**src/rtl/alu_pkg.sv**
```systemverilog
// alu_pkg: shared constants for the registered ALU (alu_seq) and its counter.
//   mode_e      : the 2-bit mode select values
//   SHL..ROR    : shift sub-operations
//   LOG_*       : logic-unit sub-operations
//   UP/DOWN     : counter direction, taken from op[0]
package alu_pkg;

  typedef enum logic [1:0] {
    MODE_ADD   = 2'b00,
    MODE_SHIFT = 2'b01,
    MODE_COUNT = 2'b10,
    MODE_LOGIC = 2'b11
  } mode_e;

  localparam logic [1:0] SHL = 2'b00;
  localparam logic [1:0] SHR = 2'b01;
  localparam logic [1:0] ROL = 2'b10;
  localparam logic [1:0] ROR = 2'b11;

  localparam logic [1:0] LOG_AND  = 2'b00;
  localparam logic [1:0] LOG_OR   = 2'b01;
  localparam logic [1:0] LOG_XOR  = 2'b10;
  localparam logic [1:0] LOG_NAND = 2'b11;

  localparam logic UP   = 1'b0;
  localparam logic DOWN = 1'b1;

endpackage

```
**src/rtl/alu_counter_unit.sv**
```systemverilog
// alu_counter_unit: loadable up/down modulo-2^WIDTH counter.
//   clock       : rising-edge clock
//   reset       : synchronous active-high reset, clears the count
//   sel_i       : counter mode selected; the count holds when low
//   load_i      : load strobe, has priority over enable
//   en_i        : count enable
//   dir_i       : UP or DOWN
//   load_val_i  : value loaded on load_i
//   cnt_next_o  : value the count takes at the coming edge (feeds f)
//   wrap_o      : high when the coming step wraps around
module alu_counter_unit
  import alu_pkg::*;
#(
  parameter int WIDTH = 8
) (
  input  logic             clock,
  input  logic             reset,
  input  logic             sel_i,
  input  logic             load_i,
  input  logic             en_i,
  input  logic             dir_i,
  input  logic [WIDTH-1:0] load_val_i,
  output logic [WIDTH-1:0] cnt_next_o,
  output logic             wrap_o
);

  localparam logic [WIDTH-1:0] ONE = {{(WIDTH-1){1'b0}}, 1'b1};

  logic [WIDTH-1:0] cnt_q;
  logic [WIDTH-1:0] cnt_d;
  logic             wrap_d;

  always_comb begin
    cnt_d  = cnt_q;
    wrap_d = 1'b0;
    if (sel_i) begin
      if (load_i) begin
        cnt_d = load_val_i;
      end else if (en_i) begin
        if (dir_i == UP) begin
          cnt_d  = cnt_q + ONE;
          wrap_d = &cnt_q;
        end else begin
          cnt_d  = cnt_q - ONE;
          wrap_d = ~|cnt_q;
        end
      end
    end
  end

  always_ff @(posedge clock) begin
    if (reset) begin
      cnt_q <= '0;
    end else begin
      cnt_q <= cnt_d;
    end
  end

  assign cnt_next_o = cnt_d;
  assign wrap_o     = wrap_d;

endmodule

```
**src/rtl/alu_seq.sv**
```systemverilog
// alu_seq: fully registered four-mode ALU (add/sub, shift, count, logic).
//   clock : rising-edge clock      reset : synchronous active-high reset
//   a, b  : operands (a also counter load value, a[0] shift serial input)
//   L     : carry/borrow-in for ADD, load strobe for COUNT
//   En    : enable for SHIFT and COUNT
//   s     : mode select           op    : sub-operation
//   f     : registered result     cout  : registered carry / wrap pulse
//   zero  : registered, high when f == 0
module alu_seq
  import alu_pkg::*;
#(
  parameter int WIDTH = 8
) (
  input  logic             clock,
  input  logic             reset,
  input  logic [WIDTH-1:0] a,
  input  logic [WIDTH-1:0] b,
  input  logic             L,
  input  logic             En,
  input  logic [1:0]       s,
  input  logic [1:0]       op,
  output logic [WIDTH-1:0] f,
  output logic             cout,
  output logic             zero
);

  logic [WIDTH-1:0] f_q, f_d;
  logic             cout_q, cout_d;
  logic             zero_q, zero_d;
  logic [WIDTH-1:0] sr_q, sr_d;

  // Adder / subtractor: subtraction is a + ~b + ~L, so cout is "no borrow".
  logic [WIDTH-1:0] b_eff;
  logic             cin_eff;
  logic [WIDTH:0]   sum;

  assign b_eff   = op[0] ? ~b : b;
  assign cin_eff = op[0] ? ~L : L;
  assign sum     = {1'b0, a} + {1'b0, b_eff} + {{WIDTH{1'b0}}, cin_eff};

  // Bitwise logic unit.
  logic [WIDTH-1:0] logic_res;

  genvar gi;
  generate
    for (gi = 0; gi < WIDTH; gi++) begin : g_logic
      assign logic_res[gi] = (op == LOG_AND) ?  (a[gi] & b[gi]) :
                             (op == LOG_OR)  ?  (a[gi] | b[gi]) :
                             (op == LOG_XOR) ?  (a[gi] ^ b[gi]) :
                                               ~(a[gi] & b[gi]);
    end
  endgenerate

  // Shift register: only moves when SHIFT is selected and enabled.
  always_comb begin
    sr_d = sr_q;
    if ((s == MODE_SHIFT) && En) begin
      case (op)
        SHL:     sr_d = {sr_q[WIDTH-2:0], a[0]};
        SHR:     sr_d = {a[0], sr_q[WIDTH-1:1]};
        ROL:     sr_d = {sr_q[WIDTH-2:0], sr_q[WIDTH-1]};
        default: sr_d = {sr_q[0], sr_q[WIDTH-1:1]};
      endcase
    end
  end

  // Counter.
  logic [WIDTH-1:0] cnt_next;
  logic             cnt_wrap;

  alu_counter_unit #(
    .WIDTH(WIDTH)
  ) u_counter (
    .clock      (clock),
    .reset      (reset),
    .sel_i      (s == MODE_COUNT),
    .load_i     (L),
    .en_i       (En),
    .dir_i      (op[0]),
    .load_val_i (a),
    .cnt_next_o (cnt_next),
    .wrap_o     (cnt_wrap)
  );

  // Output mux.
  always_comb begin
    f_d    = '0;
    cout_d = 1'b0;
    case (s)
      MODE_ADD: begin
        f_d    = sum[WIDTH-1:0];
        cout_d = sum[WIDTH];
      end
      MODE_SHIFT: f_d = sr_d;
      MODE_COUNT: begin
        f_d    = cnt_next;
        cout_d = cnt_wrap;
      end
      default: f_d = logic_res;
    endcase
    zero_d = (f_d == '0);
  end

  always_ff @(posedge clock) begin
    if (reset) begin
      sr_q   <= '0;
      f_q    <= '0;
      cout_q <= 1'b0;
      zero_q <= 1'b1;
    end else begin
      sr_q   <= sr_d;
      f_q    <= f_d;
      cout_q <= cout_d;
      zero_q <= zero_d;
    end
  end

  assign f    = f_q;
  assign cout = cout_q;
  assign zero = zero_q;

endmodule
```
**config.mk**
```make
export PLATFORM = sky130hd
export DESIGN_NAME = alu_seq
export DESIGN_NICKNAME = d
export VERILOG_FILES = /design/src/rtl/alu_pkg.sv /design/src/rtl/alu_counter_unit.sv /design/src/rtl/alu_seq.sv
export SDC_FILE = /design/constraint.sdc
export NUM_CORES = 1
export LEC_CHECK = 0
export BUFFER_PORTS_ARGS = -buffer_cell sky130_fd_sc_hd__clkbuf_2
export CORE_UTILIZATION = 65
export CTS_BUF_LIST = sky130_fd_sc_hd__clkbuf_8
export DETAILED_ROUTE_END_ITERATION = 12
export PLACE_DENSITY = 0.95
export SETUP_SLACK_MARGIN = 0.5
export SYNTH_ARGS = -nofsm -noshare
export SYNTH_HDL_FRONTEND = slang
export SYNTH_SLANG_ARGS = --single-unit
```
**constraint.sdc**
```tcl
create_clock -name clock -period 10.3 [get_ports clock]
set_input_delay 1.545 -clock clock [delete_from_list [all_inputs] [get_ports clock]]
set_output_delay 1.545 -clock clock [all_outputs]
set_load 0.05 [all_outputs]
```
==> results of run 1 <==
## through the flow
stage,area (um^2),power (W),worst slack [ns]
floorplan,2700,0.000216,5.96
global placement,2830,0.000242,5.76
detailed placement,2830,0.000246,5.68
CTS,2880,0.000301,5.95
global route,2880,0.000322,5.65
finish,2880,0.000303,5.92
## flip-flops by register name, summed over array words and instances, names as in the netlist
name,flops
u_counter.cnt_q,8
cout,1
f,8
zero,1
sr_q,8
## Yosys cell counts (3+ instances only)
| cell type | count |
|---|---|
| clkbuf_1 | 8 |
| fa_1 | 3 |
| a21o_1 | 4 |
| nor2_1 | 48 |
| a21oi_1 | 26 |
| buf_2 | 5 |
| o211ai_1 | 7 |
| o21a_1 | 3 |
| nor2b_1 | 9 |
| mux4_2 | 4 |
| xnor2_1 | 4 |
| buf_4 | 4 |
| xor2_1 | 10 |
| nand2_1 | 27 |
| mux2i_1 | 16 |
| a211oi_1 | 16 |
| nor4b_1 | 3 |
| inv_1 | 27 |
| nor4_1 | 4 |
| o21ai_0 | 23 |
| dfxtp_1 | 26 |
| nand3_1 | 3 |
| nor3_1 | 6 |
| ha_1 | 29 |
## cell type report
| type | count | area (um^2) |
|---|---|---|
| Clock buffer | 3 | 41.3 |
| Sequential cell | 26 | 520 |
| Timing Repair Buffer | 34 | 173 |
| Inverter | 27 | 101 |
| Multi-Input combinational cell | 279 | 1980 |
| Fill cell | 310 | 1120 |
| Tap cell | 50 | 62.6 |
## critical path, cell delays in order
cell and delay, ns:
clkbuf_2 0.08, buf_4 0.52, xor2_1 0.18, fa_1 0.48, fa_1 0.45, a211oi_1 0.29
nor2_1 0.12, o21a_1 0.18, o21ai_0 0.18, a21boi_0 0.11, o21ai_0 0.25, a21oi_1 0.11
## metal layers
metal / share of wire [%] / wire length [um] / GRT usage (%) / up-vias
met3: 6.0 / 377 / 3.45 / 20
li1: - / - / - / 1291
met2: 47 / 2950 / 49.5 / 106
met1: 44 / 2780 / 42.3 / 1187
met5: 0 / 0 / 0 / -
met4: 3.2 / 199 / 14.1 / 0
## power by group through the flow
stage	clock (W)	combinational [W]	sequential (W)
3_5_place_dp	0	0.000132	0.000114
6_report	0.0000571	0.000134	0.000112
4_1_cts	0.0000571	0.000133	0.000112
3_3_place_gp	0	0.000128	0.000114
5_1_grt	0.0000613	0.000148	0.000113
2_1_floorplan	0	0.0000890	0.000127
## cells by family (layout without fill, tap and decap cells)
kind of cell,count (synthesis),after routing,synth area share (%)
muxes,22,22,10.1
buffers and inverters,46,64,7.46
adders and majority gates,32,32,15.7
and+or+nand+nor,112,112,19.4
xor gates and xnor gates,14,14,4.54
AOI/OAI and AO/OA,99,99,23.5
DFF,26,26,19.3
## how the worst max path moves through the flow
stage / cells after the start / slack [ns] / endpoint
after global routing: 11 / 5.65 / zero
after global placement: 11 / 5.76 / zero
after CTS: 12 / 5.95 / cout
after detailed placement: 12 / 5.68 / cout
after floorplan: 12 / 5.96 / zero
final: 12 / 5.92 / cout
==> metrics.yaml, run 1 <==
setup_path:
  worst_setup_path_end_kind: "register"
  worstSetupStartpointType: "primary input"
  r2r_setup_slack_ns: 7.75
  critical_path_start: "op[0]"
  worst-r2r-cell-count: 7
  worst_r2r_endpoint: "zero"
  r2r-start: "u_counter.cnt_q[0]"
  worst-endpoint-arrival_ns: 4.52
  worst-setup-path-type: "primary input to register"
  required_ns: 10.44
  cp_max_fo: 58
layout:
  drive_above_1_share_pct: 12.2
  fin_nets: 427
  commonest_cells_after_routing_fill_and_taps_aside: "nor2_1 (48), clkbuf_2 (33), ha_1 (29), inv_1 (27), nand2_1 (27)"
  final_cell_count_no_fill: 419
  post-route-util_pct: 71.9
  syn2layout_area_growth_pct: 6.54
  insertedDiodeCount: 0
  layout_commonest_cell: "nor2_1"
die:
  design.portCount: 34
  chipHeight_um: 66.4
  initial_core_util_pct: 67.5
  fp.dieW_um: 66.4
  coreArea_um2: 4000
  die-area_um2: 4410
  standard_cell_rows: 23
pwr:
  power_frac_seq_pct: 36.9
  power.switching_fraction_pct: 38.8
  combPwrFrac_pct: 44.3
  power.net_switching_w: 0.000118
  vdd.ir_drop.worst_uv: 51.6
  power.clock.fraction_pct: 18.8
  pwr_density_cell_nw_per_um2: 106
  intPower_w: 0.000186
  static-leakage-power_nw: 1.31
routing:
  detail_route.vias_per_cell: 6.21
  drt.antenna.violating_nets: 0
  routed_wire_length_per_instance_um: 15.0
  drc: 0
  detail_route.wirelength_um: 6300
  vias: 2604
  drt-initial-drc-count: 135
  drt_pre_antenna_iters: 5
synth:
  synth_largest_area_cell: "dfxtp_1"
  dominant_synthesized_flop_cell: "dfxtp_1"
  postSynthNetCount: 407
  synth.top_cells.by_area: "dfxtp_1 (19%), ha_1 (13%), nor2_1 (6.7%)"
  synthDominantCellAreaShare_pct: 19.3
  synth_enable_flop_cells: 0
  seq_area_frac_synth_pct: 19.3
  syn_avg_cell_area_um2: 7.69
  synth_area_um2: 2700
  synth-async-reset-ratio_pct: 0
  synthesis.yosys.warnings: 0
  syn_inst: 351
  number_of_register_bits_inferred_by_synthesis: 26
  number_of_unique_standard_cell_types_used_by_synthesis: 50
global_routing:
  globalRoute.totalOverflow: 0
  number_of_antenna_violations_at_the_first_check_in_global_routing: 0
  total_routing_usage_reported_by_global_routing_pct: 31.2
  grt_pass1_wl_um: 10500
  maximum_number_of_pins_on_one_net_before_global_route_repair: 59
  grt_pass1_vias: 2300
placed_design:
  hpwl_um: 4930
  placement.io_buffers: 33
  gp_routability_congestion: 0.963
  placed_cells: 416
cts:
  cts_hold_repair.buffers: 0
  ctsLongestPathBuffers: 2
  cts_buffers: 3
  clock_sink_count: 26
  tritoncts: "yes"
  path_clk_slew_ns: 0.08
  cts.repair_timing.setup_buffer_count: 0
  cts_resized: 0
  cts-root-buf: "clkbuf_8"
  htree_levels: 1
  insertion_delay_ns: 0.27
timing:
  min_period_over_period_pct: 42.5
  finalMaxSlewViolations: 0
  slew-limit-headroom_pct: 48.1
  finClkSkew_ns: 0.00157
  max_slew.worst_pin.slew_ns: 0.773
  hold_ws_ns: 0.502
  min_period_ns: 4.38
  finalSetupViolCount: 0
  timing.fmax_mhz: 228
  hold_violations: 0
  fin_tns_setup_ns: 0
  grt_setup_unrepaired: "no"
min_path:
  min_path_type: "register to register"
  worstHoldEndpoint: "sr_q[0]"
  min-delay-start: "sr_q[0]"
  worst_hold_stages: 2
outcome:
  run_status: "finished, final reports clean"
job:
  maxCapViolCount: 0
Power figures use the tool's default switching activity.
==> inputs of run 2 (changes only) <==
Settings changed: CORE_UTILIZATION 65 to 55, PLACE_DENSITY 0.95 to 0.86.
Clock period 10.3 ns to 4 ns, I/O delays scaled along.
==> run 2 against run 1 <==
Sequential power rose to 2.6 times the previous value. Critical endpoint is now zero. The flow now finishes with violations (design-rule violations). Critical path type unchanged. Wire length up 8.3%. Flip-flop and latch count unchanged.
==> metrics.yaml, run 2 (synthesized netlist as in run 1, its figures left out) <==
timing:
  hold_violations: 0  # unchanged
  finClkSkew_ns: 0.00246  # was 0.00157 ns
  timing.fmax_mhz: 312
  slew-limit-headroom_pct: 45.3  # was 48.1%
  max_slew.worst_pin.slew_ns: 0.814  # was 0.773 ns
  min_period_ns: 3.20
  fin_tns_setup_ns: 0  # unchanged
  grt_setup_unrepaired: "no"  # unchanged
  finalSetupViolCount: 0  # unchanged
  finalMaxSlewViolations: 0  # unchanged
  min_period_over_period_pct: 80.1
layout:
  commonest_cells_after_routing_fill_and_taps_aside: "nor2_1 (48), clkbuf_2 (33), ha_1 (29), inv_1 (27), nand2_1 (27)"  # unchanged
  fin_nets: 428  # was 427
  fillCellCount: 421  # was 310
  area.sequential_um2: 520  # unchanged
  insertedDiodeCount: 0  # unchanged
  area_taken_by_multi_input_logic_gates_um2: 1980  # unchanged
  layout_commonest_cell: "nor2_1"  # unchanged
  finalInstanceArea_um2: 2920  # was 2880 um^2
  syn2layout_area_growth_pct: 8.07  # was 6.54%
  drive_above_1_share_pct: 12.4  # was 12.2%
setup_path:
  r2r-start: "u_counter.cnt_q[0]"  # unchanged
  crit_path_cells: "clkbuf_2, xor2_1, fa_1, fa_1, a21o_1, a211oi_1, nor2_1, mux4_2, nor3_2, a41o_1"  # was clkbuf_2, buf_4, xor2_1, fa_1, fa_1, a211oi_1, nor2_1, o21a_1, o21ai_0, a21boi_0, o21ai_0, a21oi_1
  worst_setup_path_end_kind: "register"  # unchanged
  worst-r2r-cell-count: 7  # unchanged
  worst_r2r_endpoint: "zero"  # unchanged
  worst-setup-path-type: "primary input to register"  # unchanged
  setup.worst_path.end: "zero"  # was cout
  cp_top_family: "adder cells"  # was compound AO/OA/AOI/OAI gates
  r2r_setup_slack_ns: 1.44  # was 7.75 ns
  delay_of_the_slowest_cell_on_the_worst_path_ns: 0.49  # was 0.52 ns
  worst-endpoint-arrival_ns: 3.41  # was 4.52 ns
  critical_path_start: "op[0]"  # unchanged
  cp_max_fo: 18  # was 58
  crit_path_cell_count: 10  # was 12
  worst_path_most_repeated_cell: "fa_1"
  worstPathBufferInverterCount: 1  # was 2
  worstSetupStartpointType: "primary input"  # unchanged
  required_ns: 4.21  # was 10.44 ns
  critical_path.slowest_cell: "fa_1"  # was buf_4
global_routing:
  maximum_number_of_pins_on_one_net_before_global_route_repair: 42  # was 59
  grt_pass1_wl_um: 11100  # was 10500 um
  globalRoute.totalOverflow: 0  # unchanged
  number_of_antenna_violations_at_the_first_check_in_global_routing: 0  # unchanged
  grt_pass1_vias: 2357  # was 2300
  total_routing_usage_reported_by_global_routing_pct: 26.9  # was 31.2%
routing:
  routed_wire_length_per_instance_um: 15.6  # was 15.0 um
  drt-initial-drc-count: 204  # was 135
  drt_pre_antenna_iters: 9  # was 5
  detail_route.wirelength_um: 6820  # was 6300 um
  vias: 2667  # was 2604
  detail_route.vias_per_cell: 6.10  # was 6.21
  drt.antenna.violating_nets: 0  # unchanged
  drc: 1  # was 0
cts:
  tritoncts: "yes"  # unchanged
  insertion_delay_ns: 0.27  # about the same
  ctsLongestPathBuffers: 2  # unchanged
  cts.repair_timing.setup_buffer_count: 0  # unchanged
  path_clk_slew_ns: 0.08  # about the same
  clock_sink_count: 26  # unchanged
  cts_hold_repair.buffers: 0  # unchanged
  cts-root-buf: "clkbuf_8"  # unchanged
  cts_buffers: 3  # unchanged
  cts_resized: 0  # unchanged
  htree_levels: 1  # unchanged
pwr:
  vdd.ir_drop.worst_uv: 155  # was 51.6 uV
  pwr_density_cell_nw_per_um2: 270  # was 106 nW/um^2
  static-leakage-power_nw: 1.32  # was 1.31 nW
die:
  initial_core_util_pct: 57.1  # was 67.5%
  die-area_um2: 5190  # was 4410 um^2
  chipHeight_um: 72.1  # was 66.4 um
  standard_cell_rows: 25  # was 23
  design.portCount: 34  # unchanged
  coreArea_um2: 4720  # was 4000 um^2
  fp.dieW_um: 72.1  # was 66.4 um
min_path:
  worst_hold_stages: 2  # unchanged
  min-delay-start: "u_counter.cnt_q[3]"  # was sr_q[0]
  min_path_type: "register to register"  # unchanged
outcome:
  violations_in_the_final_reports: "design-rule violations"
  run_status: "complete, but fails checks"  # was finished, final reports clean
placed_design:
  hpwl_um: 5190  # was 4930 um
  gp_routability_congestion: 0.919  # was 0.963
  placed_area_um2: 2880  # was 2830 um^2
  placement.io_buffers: 33  # unchanged
job:
  maxCapViolCount: 0  # unchanged
run 2: cell count changes in the layout (fill, tap and decap cells not counted):
| cell | previous run | this run |
|---|---|---|
| buf_12 | 0 | 1 |
run 2: layout make-up:
class / count / area share (%)
repair buffers: 35 / 6.61
clock buffers: 3 / 1.42
flip-flops and latches: 26 / 17.8
inverters: 27 / 3.47
well taps: 67 / 2.87
multi-input cells: 279 / 67.8
run 2: tightest hold or removal path: cells and delay by family (launching register included):
kind             cells  cell delay, ns
AO/OA/AOI/OAI        1            0.06
flip-flops           1            0.36
AND/OR/NAND/NOR      1            0.07
run 2: routing by layer:
metal	up-vias	share of wire, %	track usage [%]
li1	1298	-	-
met1	1243	45	37.2
met2	110	47	43.9
met3	16	5.7	2.64
met4	0	2.3	9.37
met5	-	0	0
run 2: worst min path at each step:
stage	endpoint	slack, ns
6_report	u_counter.cnt_q[3]	0.53
5_1_grt	u_counter.cnt_q[3]	0.54
4_1_cts	u_counter.cnt_q[3]	0.52
3_5_place_dp	u_counter.cnt_q[3]	0.51
3_3_place_gp	sr_q[0]	0.48
2_1_floorplan	sr_q[0]	0.46
run 2: stage by stage:
step | utilization [%] | hold slack [ns] | worst slack, ns | power [W] | instances
6_report | 61.7 | 0.525 | 0.798 | 0.000788 | 437
5_1_grt | 61.7 | 0.536 | 0.685 | 0.000838 | 437
4_1_cts | 61.7 | 0.517 | 0.815 | 0.000784 | 437
3_5_place_dp | 60.9 | 0.506 | 0.541 | 0.000640 | 434
3_3_place_gp | 60.9 | 0.481 | 0.638 | 0.000629 | 434
2_1_floorplan | - | 0.461 | 0.603 | 0.000557 | 351
run 2: where the power goes:
group | internal, W | switching [W] | total [W]
Clock | 0.0000675 | 0.0000785 | 0.000146
Sequential | 0.000276 | 0.0000125 | 0.000289
Combinational | 0.000137 | 0.000217 | 0.000354
==> inputs of run 3 (changes only) <==
Settings changed: CORE_UTILIZATION 55 to 61, PLACE_DENSITY 0.86 to 0.9.
Clock period 4 ns to 3.3 ns, I/O delays scaled along.
==> run 3 against run 2 <==
Die area decreased by 9.6%. Count of clock-buffer cells in the layout increased by 1. Critical path type unchanged. Global-route usage increased by 5.0 points. The flow now finishes without violations. Total power increased by 28%. Critical path depth unchanged. Final cell count decreased by 2.7%. Wire length increased by 1.8%. Cell area increased by 3.0%. Register-to-register slack got worse by 0.67 ns. Clock skew increased by 0.0026 ns. Non-clock buffer count increased by 4.
==> metrics.yaml, run 3 (synthesized netlist as in run 1, its figures left out) <==
cts:
  htree_levels: 1  # unchanged
  tritoncts: "yes"  # unchanged
  cts.repair_timing.setup_buffer_count: 0  # unchanged
  insertion_delay_ns: 0.28  # was 0.27 ns
  clock_sink_count: 26  # unchanged
  ctsLongestPathBuffers: 2  # unchanged
  path_clk_slew_ns: 0.09  # was 0.08 ns
  cts-root-buf: "clkbuf_8"  # unchanged
  cts_buffers: 3  # unchanged
  cts_hold_repair.buffers: 0  # unchanged
timing:
  finalSetupViolCount: 0  # unchanged
  grt_setup_unrepaired: "no"  # unchanged
  finalMaxSlewViolations: 0  # unchanged
  min_period_over_period_pct: 83.7
  hold_ws_ns: 0.504  # was 0.525 ns
  timing.fmax_mhz: 362
  slew-limit-headroom_pct: 46.2  # was 45.3%
  hold_violations: 0  # unchanged
  fin_ws_ns: 0.539  # was 0.798 ns
  finClkSkew_ns: 0.00511  # was 0.00246 ns
  min_period_ns: 2.76
  max_slew.worst_pin.slew_ns: 0.801  # was 0.814 ns
  fin_tns_setup_ns: 0  # unchanged
job:
  maxCapViolCount: 0  # unchanged
pwr:
  static-leakage-power_nw: 1.36  # was 1.32 nW
  vdd.ir_drop.worst_uv: 191  # was 155 uV
  pwr_density_cell_nw_per_um2: 337  # was 270 nW/um^2
die:
  design.portCount: 34  # unchanged
  die-area_um2: 4690  # was 5190 um^2
  chipHeight_um: 68.5  # was 72.1 um
  fp.dieW_um: 68.5  # was 72.1 um
  initial_core_util_pct: 65.6  # was 57.1%
  standard_cell_rows: 23  # was 25
  coreArea_um2: 4120  # was 4720 um^2
routing:
  detail_route.wirelength_um: 6940  # was 6820 um
  drt_pre_antenna_iters: 5  # was 9
  detail_route.vias_per_cell: 6.40  # was 6.10
  vias: 2719  # was 2667
  drt-initial-drc-count: 534  # was 204
  drt.antenna.violating_nets: 0  # unchanged
  drc: 0  # was 1
  routed_wire_length_per_instance_um: 16.3  # was 15.6 um
global_routing:
  fraction_of_met2_tracks_used_by_global_routing_pct: 52.5  # was 43.9%
  grt_pass1_vias: 2366  # was 2357
  globalRoute.totalOverflow: 0  # unchanged
  total_routing_usage_reported_by_global_routing_pct: 31.9  # was 26.9%
  grt_util_met3_pct: 5.43  # was 2.64%
  maximum_number_of_pins_on_one_net_before_global_route_repair: 28  # was 42
  number_of_antenna_violations_at_the_first_check_in_global_routing: 0  # unchanged
  grt_pass1_wl_um: 11200  # was 11100 um
  grt_busiest_layer: "met2"  # unchanged
  use_met1_pct: 44.1  # was 37.2%
placed_design:
  hpwl_um: 5150  # was 5190 um
  post-place-ws_ns: 0.211  # was 0.541 ns
  placed_cells: 420  # was 434
  gp_routability_congestion: 0.955  # was 0.919
  placement.io_buffers: 33  # unchanged
setup_path:
  worstSetupStartpointType: "primary input"  # unchanged
  worst-setup-path-type: "primary input to register"  # unchanged
  worst-endpoint-arrival_ns: 2.98  # was 3.41 ns
  crit_path_cells: "buf_2, xor2_2, fa_2, fa_2, a21o_1, a211oi_2, nor2_1, mux4_2, nor3_2, a41o_1"  # was clkbuf_2, xor2_1, fa_1, fa_1, a21o_1, a211oi_1, nor2_1, mux4_2, nor3_2, a41o_1
  critical_path.slowest_cell: "mux4_2"  # was fa_1
  required_ns: 3.52  # was 4.21 ns
  cp_max_fo: 6  # was 18
  worst_setup_path_end_kind: "register"  # unchanged
  delay_of_the_slowest_cell_on_the_worst_path_ns: 0.48  # was 0.49 ns
  worst_path_most_repeated_cell: "fa_2"  # was fa_1
layout:
  syn2layout_area_growth_pct: 11.4  # was 8.07%
  final_cell_count_no_fill: 425  # was 437
  commonest_cells_after_routing_fill_and_taps_aside: "nor2_1 (48), clkbuf_2 (32), inv_1 (27), nand2_1 (27), ha_1 (27)"  # was nor2_1 (48), clkbuf_2 (33), ha_1 (29), inv_1 (27), nand2_1 (27)
  drive_above_1_share_pct: 16.0  # was 12.4%
  insertedDiodeCount: 0  # unchanged
  layout_commonest_cell: "nor2_1"  # unchanged
  fin_nets: 432  # was 428
min_path:
  min_path_type: "register to register"  # unchanged
outcome:
  run_status: "finished, final reports clean"  # was complete, but fails checks
==> run 3: cell types whose count changed in the layout (fill, tap and decap cells not counted), moves of 2 or more <==
cell / delta
a211oi_1: -2
xor2_1: -2
ha_2: +2
xor2_2: +2
fa_1: -2
a211oi_2: +2
fa_2: +2
ha_1: -2
buf_4: +3
==> run 3: worst paths after layout <==
path | from | end | slack, ns | cells after the start
setup / recovery | op[0] | zero | 0.54 | 10
hold / removal | sr_q[0] | sr_q[0] | 0.50 | 2
setup reg to reg | u_counter.cnt_q[0] | zero | 0.77 | 8
hold reg to reg | sr_q[0] | sr_q[0] | 0.50 | 2
==> run 3: metrics by stage <==
step	total power [W]	util, %	instance area [um^2]
3_5_place_dp	0.000787	70.3	2890
5_1_grt	0.00107	73.0	3010
4_1_cts	0.000994	72.5	2980
2_1_floorplan	0.000683	-	2740
6_report	0.00101	73.0	3010
3_3_place_gp	0.000771	70.3	2890
==> run 3: final cells by class <==
class | instances | area [um^2]
Multi-Input combinational cell | 279 | 2020
Clock buffer | 4 | 55.1
Tap cell | 50 | 62.6
Inverter | 27 | 101
Sequential cell | 26 | 520
Timing Repair Buffer | 39 | 248
Fill cell | 311 | 1110
==> run 3: power by group <==
| part | internal (W) | total [W] | switching [W] | leakage (nW) |
|---|---|---|---|---|
| sequential | 0.000335 | 0.000351 | 0.0000157 | 0.214 |
| clock | 0.000107 | 0.000209 | 0.000102 | 0.0288 |
| combinational | 0.000180 | 0.000453 | 0.000273 | 1.12 |
| total | 0.000622 | 0.00101 | 0.000391 | 1.36 |
==> run 3: layer usage <==
layer | vias to the layer above | wire length [um] | share of wire (%)
li1 | 1302 | - | -
met1 | 1245 | 2870 | 41
met2 | 158 | 3240 | 47
met3 | 14 | 735 | 11
met4 | 0 | 90 | 1.3
met5 | - | 0 | 0
==> run 3: what timing repair did <==
item / CTS / global route
gates resized for setup: 0 / 6
endpoints found under the setup margin: 1 / 2
gates cloned: 1 / 0
pin swaps: 0 / 1
==> run 3: worst max-delay path, delay by kind of cell <==
| family | cells | cell delay [ns] |
|---|---|---|
| buf+inv | 1 | 0.17 |
| simple gates | 2 | 0.27 |
| fa+ha+maj | 2 | 0.84 |
| mux | 1 | 0.48 |
| xor+xnor | 1 | 0.17 |
| compound gates | 3 | 0.57 |
